===== src/rtl/pc_gen_unit.sv =====
// pc_gen_unit: fetch-stage program counter.
// Holds the PC and chooses the next one by priority:
// trap > jump > branch > stall > sequential.
// After an accepted redirect it inserts flush bubbles.
// It also handles halt/resume and rejects misaligned jump or branch targets.
module pc_gen_unit #(
    parameter int unsigned     XLEN         = 32,
    parameter logic [XLEN-1:0] RESET_VECTOR = '0,
    parameter int unsigned     INST_BYTES   = 4,
    parameter int unsigned     FLUSH_CYCLES = 1
) (
    input  logic            clk,
    input  logic            rst,
    input  logic            stall_i,
    input  logic            br_taken_i,
    input  logic [XLEN-1:0] br_target_i,
    input  logic            jmp_i,
    input  logic [XLEN-1:0] jmp_target_i,
    input  logic            trap_i,
    input  logic [XLEN-1:0] trap_vec_i,
    input  logic            halt_i,
    input  logic            resume_i,
    output logic [XLEN-1:0] im_addr,
    output logic [XLEN-1:0] pc_o,
    output logic [XLEN-1:0] pc_next_o,
    output logic            fetch_valid_o,
    output logic            flush_o,
    output logic            misalign_o
);

    localparam logic [1:0] ST_BOOT  = 2'd0;
    localparam logic [1:0] ST_RUN   = 2'd1;
    localparam logic [1:0] ST_FLUSH = 2'd2;
    localparam logic [1:0] ST_HALT  = 2'd3;

    localparam logic [XLEN-1:0] ALIGN_MASK = XLEN'(INST_BYTES - 1);
    localparam logic [XLEN-1:0] PC_STEP    = XLEN'(INST_BYTES);
    localparam logic [2:0]      FLUSH_INIT = 3'(FLUSH_CYCLES);
    // With no bubbles configured, a redirect lands straight back in RUN.
    localparam logic [1:0]      REDIR_STATE = (FLUSH_CYCLES == 0) ? ST_RUN : ST_FLUSH;

    logic [1:0]      state_reg, state_next;
    logic [XLEN-1:0] pc_reg, pc_next;
    logic [2:0]      flush_cnt_reg, flush_cnt_next;
    logic            fetch_valid_reg, flush_reg, misalign_reg, misalign_next;

    logic [XLEN-1:0] jmp_tgt, trap_tgt, seq_pc;
    logic            jmp_bad, br_bad;

    // Target conditioning: jumps drop bit 0 and traps drop all sub-instruction bits.
    // Only jump and branch targets can be rejected.
    assign jmp_tgt  = {jmp_target_i[XLEN-1:1], 1'b0};
    assign trap_tgt = trap_vec_i & ~ALIGN_MASK;
    assign jmp_bad  = |(jmp_tgt & ALIGN_MASK);
    assign br_bad   = |(br_target_i & ALIGN_MASK);
    assign seq_pc   = pc_reg + PC_STEP;

    // Next-state, next-PC and flush-counter selection.
    always_comb begin
        state_next     = state_reg;
        pc_next        = pc_reg;
        flush_cnt_next = flush_cnt_reg;
        misalign_next  = 1'b0;
        case (state_reg)
            ST_BOOT: begin
                state_next = ST_RUN;
            end
            ST_RUN, ST_FLUSH: begin
                // Baseline progression when nothing redirects.
                // FLUSH counts down while RUN advances unless stalled.
                if (state_reg == ST_FLUSH) begin
                    if (flush_cnt_reg <= 3'd1) begin
                        state_next     = ST_RUN;
                        flush_cnt_next = 3'd0;
                    end else begin
                        flush_cnt_next = flush_cnt_reg - 3'd1;
                    end
                end else if (!stall_i) begin
                    pc_next = seq_pc;
                end

                if (trap_i) begin
                    // Trap wins over everything, including halt.
                    pc_next        = trap_tgt;
                    state_next     = REDIR_STATE;
                    flush_cnt_next = FLUSH_INIT;
                end else if (jmp_i || br_taken_i) begin
                    if ((jmp_i && jmp_bad) || (!jmp_i && br_bad)) begin
                        // Rejected redirect: PC frozen and the state is not disturbed.
                        pc_next       = pc_reg;
                        misalign_next = 1'b1;
                    end else begin
                        pc_next = jmp_i ? jmp_tgt : br_target_i;
                        if (halt_i) begin
                            // Redirect and halt together: park on the target without bubbles.
                            state_next     = ST_HALT;
                            flush_cnt_next = 3'd0;
                        end else begin
                            state_next     = REDIR_STATE;
                            flush_cnt_next = FLUSH_INIT;
                        end
                    end
                end else if (halt_i) begin
                    pc_next        = pc_reg;
                    state_next     = ST_HALT;
                    flush_cnt_next = 3'd0;
                end
            end
            ST_HALT: begin
                // Only a trap or a resume gets out of HALT.
                // Jump, branch and stall are ignored here.
                if (trap_i) begin
                    pc_next        = trap_tgt;
                    state_next     = REDIR_STATE;
                    flush_cnt_next = FLUSH_INIT;
                end else if (resume_i) begin
                    state_next = ST_RUN;
                end
            end
            default: begin
                state_next     = ST_BOOT;
                flush_cnt_next = 3'd0;
            end
        endcase
    end

    // State, PC and registered status outputs.
    // Async active-low reset.
    always_ff @(posedge clk or negedge rst) begin
        if (!rst) begin
            state_reg       <= ST_BOOT;
            pc_reg          <= RESET_VECTOR;
            flush_cnt_reg   <= 3'd0;
            fetch_valid_reg <= 1'b0;
            flush_reg       <= 1'b0;
            misalign_reg    <= 1'b0;
        end else begin
            state_reg       <= state_next;
            pc_reg          <= pc_next;
            flush_cnt_reg   <= flush_cnt_next;
            fetch_valid_reg <= (state_next == ST_RUN);
            flush_reg       <= (state_next == ST_FLUSH);
            misalign_reg    <= misalign_next;
        end
    end

    assign pc_o          = pc_reg;
    assign im_addr       = pc_reg;
    assign pc_next_o     = seq_pc;
    assign fetch_valid_o = fetch_valid_reg;
    assign flush_o       = flush_reg;
    assign misalign_o    = misalign_reg;

endmodule


===== config.mk =====
export PLATFORM = sky130hd
export DESIGN_NAME = pc_gen_unit
export DESIGN_NICKNAME = d
export VERILOG_FILES = /design/src/rtl/pc_gen_unit.sv
export SDC_FILE = /design/constraint.sdc
export NUM_CORES = 1
export LEC_CHECK = 0
export ABC_AREA = 1
export ABC_CLOCK_PERIOD_IN_PS = 2450
export BUFFER_PORTS_ARGS = -buffer_cell sky130_fd_sc_hd__buf_2
export CAP_MARGIN = 15
export CORE_MARGIN = 4
export CORE_UTILIZATION = 47
export DETAILED_ROUTE_END_ITERATION = 12
export HOLD_SLACK_MARGIN = 0.15
export PLACE_DENSITY_LB_ADDON = 0.08
export SLEW_MARGIN = 30
export SYNTH_ARGS = -nofsm -noshare
export SYNTH_HDL_FRONTEND = slang
export SYNTH_SLANG_ARGS = --single-unit

===== constraint.sdc =====
create_clock -name clk -period 2.45 [get_ports clk]
set_input_delay 0.735 -clock clk [delete_from_list [all_inputs] [get_ports clk]]
set_output_delay 0.735 -clock clk [all_outputs]
set_load 0.02 [all_outputs]

-- Word level (Yosys, flattened, before mapping)
Cells that the tools add are included.
W data, S select, Z words.
- register bits after elaboration: 40
- input bits: 104
- output and inout bits: 99
- logic and storage cells: 62
- add/sub/neg operators: 2
- magnitude comparators: 1
- equality and inequality tests: 10
- muxes and demuxes: 32
- reduce and logical (&&, ||, !) cells: 11
- operators by type and width (operator ; number):
    $mux W32 ; 8
    $pmux W32 S2 ; 1
    $add A32 B3 Y32 const B ; 1
    $mux W3 ; 7
    $mux W2 ; 8
    $ne A4 B4 Y1 const B ; 4
    $eq A2 B2 Y1 const B ; 3
    $mux W1 ; 6
    $pmux W2 S3 ; 1
    $pmux W3 S2 ; 1
    $reduce_and A6 Y1 ; 1
    $eq A2 B1 Y1 const B ; 2
    $reduce_or A2 Y1 ; 2
    $le A3 B1 Y1 const B ; 1
    $sub A3 B1 Y3 const B ; 1
    $logic_and A1 B1 Y1 ; 2
    $logic_not A2 Y1 ; 1
    $logic_or A1 B1 Y1 ; 2
    $ne A2 B2 Y1 const B ; 1
    $reduce_and A2 Y1 ; 1
    $reduce_bool A2 Y1 ; 1
    $logic_not A1 Y1 ; 1

-- Longest topological paths before layout
- depth in word-level cells: 8
- mapped depth: 12
- mapped depth without buffers: 12

-- Worst setup path before layout
OpenSTA, ideal clock, no wires.
- path kind: register to output
- start: register pc_reg[3] (netlist: im_addr[3])
- end: output port pc_next_o[10]
- arrival time: 1524 ps
- data required time: 1715 ps
- path slack: 191 ps
- cell stages (with the launch flop): 6
- buffers on the path: 0
- cells stage by stage: dfrtp_1 -> ha_1 -> nand3_2 -> inv_2 -> nand2_4 -> xnor2_1
- longest elaborated chain between the ends: 1
- RTL lines (element ; RTL line ; RTL):
    start, declared ; 43 ; logic [XLEN-1:0] pc_reg, pc_next;
    start signal, assigned ; 139 ; pc_reg <= pc_next;
    $add A32 B3 Y32 ; 56 ; assign seq_pc = pc_reg + PC_STEP;
    end, declared ; 25 ; output logic [XLEN-1:0] pc_next_o,
No other way between the ends.

-- Worst setup path in the final report
- start: register pc_reg[3] (netlist: im_addr[3])
- end: output port pc_next_o[19]
The elaborated chain is that of the path after synthesis.

==> impl_metrics.toml <==
[drt]
ant_nets = 0
wl_per_cell_um = 14.9
first_pass_iters = 4
viasPerCell = 5.04
drt-initial-drc-count = 229
remaining_drc_errors = 0
vias = 4547
wirelength_um = 13400

[grt]
antenna_found_initial = 0
grt_overflow_total = 0
grt_pass1_vias = 4281
grt_pass1_wl_um = 20800
grt_max_degree = 38
track_usage_pct = 25.9

[synth]
syn_avg_cell_area_um2 = 6.50
synth_cell_types = 39
synthTopCellsByArea = "dfrtp_1 26%, nand2_1 22%, nor2_1 7.8%"
netlist.area_leader.share_pct = 25.6
ys_seq_elements = 40
syn_inst = 602
yosysTopAreaCell = "dfrtp_1"
yosys_warnings = 0
syn-cell-area_um2 = 3920
yosysSeqAreaShare_pct = 25.6
syn-num-nets = 712

[cts]
cts-root-buf = "clkbuf_8"
clockBufferDepth = 2
clkTransAtPathRegs_ns = 0.09
cts_tree = "built"
cts_num_sinks = 40
numCtsBuffers = 5
htree_levels = 2
clk_latency_ns = 0.30

[timing]
rsz0062_at_grt = "yes"
period_share_pct = 102
hold_viol = 0
worst_pin_slew_ns = 0.557
fin_crit_ns = 2.50
slew_viol_final = 0
setup_viol = 6
slew_headroom_pct = 62.8
fmax_mhz = 400
setup_ws_ns = -0.0517
skew_ns = 0.00983

[setup_path]
cp-end-kind = "output port"
crit_required_ns = 1.71
r2r_cells = 8
worstPathArrival_ns = 1.77
crit_path_start_kind = "flip-flop"
path_class = "flip-flop to output port"
crit_fanout = 5

[cells_and_area]
fin_nets = 907
num_antenna_cells = 0
layout.cells.non_filler = 903
area_growth_pct = 38.0
drive_gt1_share_pct = 44.0
final_util_pct = 66.1
n_fill_cell = 805
largest_reg_flops = 32
final_cell_area_um2 = 5400

[floorplan]
die_h_um = 99.3
rows = 33
coreArea_um2 = 8180
die-width_um = 99.3
die_area_um2 = 9850
initial_utilization_pct = 47.9
io_pins = 203

[placed_design]
routabilityCongestion = 0.879
hpwl_um = 10400
dp.cells = 870
place_area_um2 = 4770
pre_cts_slack_ns = 0.0757
io_buffer_count = 199

[job]
cap_violations = 0

[pwr]
power_density_nw_per_um2 = 1280
ir_drop_mv = 0.753
fin_total_pwr_uw = 6910
leakage_uw = 0.00290

[run_status]
status = "complete, but fails checks"
violations = "setup timing"

[hold_path]
hp-class = "input pin to asynchronous set/reset pin"
-- power breakdown --
group | switching, µW | internal (µW)
Sequential | 440 | 1010
Clock | 252 | 360
Combinational | 3030 | 1820
-- synthesized netlist by cell type (all sizes together) --
cell	number
a21boi	1
o21bai	2
a22o	3
a221oi	19
o31ai	1
and2	4
or2	7
nor2	96
nand2	237
o21ai	16
o211ai	2
o211a	1
dfrtp	40
buf	43
ha	6
nand3b	3
inv	44
xor2	7
nand3	32
clkbuf	12
a31oi	1
nand4	2
a22oi	8
a21oi	7
xnor2	6
nor3	2
-- cell type report --
type | count | area, µm² | area share, %
repair buffers | 243 | 1440 | 26.6
flip-flops and latches | 40 | 1020 | 19.0
inverters | 44 | 165 | 3.06
well taps | 105 | 131 | 2.43
multi-input cells | 463 | 2520 | 46.6
clock inverters | 1 | 30.0 | 0.556
clock buffers | 7 | 96.3 | 1.78
-- what timing repair did --
action	CTS	global route
setup buffers	13	12
gates resized for setup	37	61
setup endpoints to repair	24	23
pin swaps	9	17
hold buffers	0	0
hold endpoints to repair	0	0
-- metal layers --
metal,vias up,share of wire (%),track usage [%]
met1,2084,41,33.9
met5,-,0,0
li1,2268,-,-
met4,0,1.0,5.15
met2,179,51,46.0
met3,16,7.3,3.09
-- cells by family after synthesis --
| kind of cell | Yosys count | share of synthesized area, % |
|---|---|---|
| flops | 40 | 25.6 |
| fa+ha+maj | 6 | 1.92 |
| compound gates | 61 | 11.0 |
| buf+inv | 99 | 15.1 |
| simple gates | 383 | 42.4 |
| xor+xnor | 13 | 4.06 |
-- worst paths after layout --
path                       slack [ns]              startpoint                       to
max                             -0.05  im_addr[3]$_DFFE_PN0P_            pc_next_o[19]
min                              0.37                     rst  im_addr[13]$_DFFE_PN0P_
max reg2reg                      0.52  state_reg[1]$_DFF_PN0_   im_addr[3]$_DFFE_PN0P_
min reg2reg                      0.56  im_addr[1]$_DFFE_PN0P_   im_addr[1]$_DFFE_PN0P_
max in group asynchronous        1.51                     rst  im_addr[19]$_DFFE_PN0P_
min in group clk                 0.56  im_addr[1]$_DFFE_PN0P_   im_addr[1]$_DFFE_PN0P_
-- worst max-delay path, stage by stage, from the launching register on --
cell and delay, ns:
dfrtp_1 0.42, buf_6 0.13, nand2_4 0.05, nor2_4 0.14, nand2_4 0.11, nor2_4 0.21
nand3_2 0.10, and2_4 0.17, buf_6 0.12
-- per-stage QoR --
stage | TNS [ns] | hold WS (ns)
CTS | -0.304 | 0.384
detailed placement | 0 | 0.541
global route | -0.984 | 0.398
floorplan | 0 | 0.439
finish | -0.181 | 0.367
global placement | 0 | 0.531
-- placed cells by master (no fill, tap or decap), types with 7 or more instances in the layout --
cell type / n
a21oi_1: 7
a221oi_1: 19
a22oi_1: 8
buf_2: 181
buf_4: 47
buf_6: 14
clkbuf_8: 7
dfrtp_1: 21
dfrtp_2: 19
inv_1: 39
nand2_1: 216
nand2_2: 17
nand3_1: 27
nor2_1: 66
nor2_2: 14
nor2_4: 16
o21ai_0: 14
or2_2: 7
(Power assumes the default switching activity.)
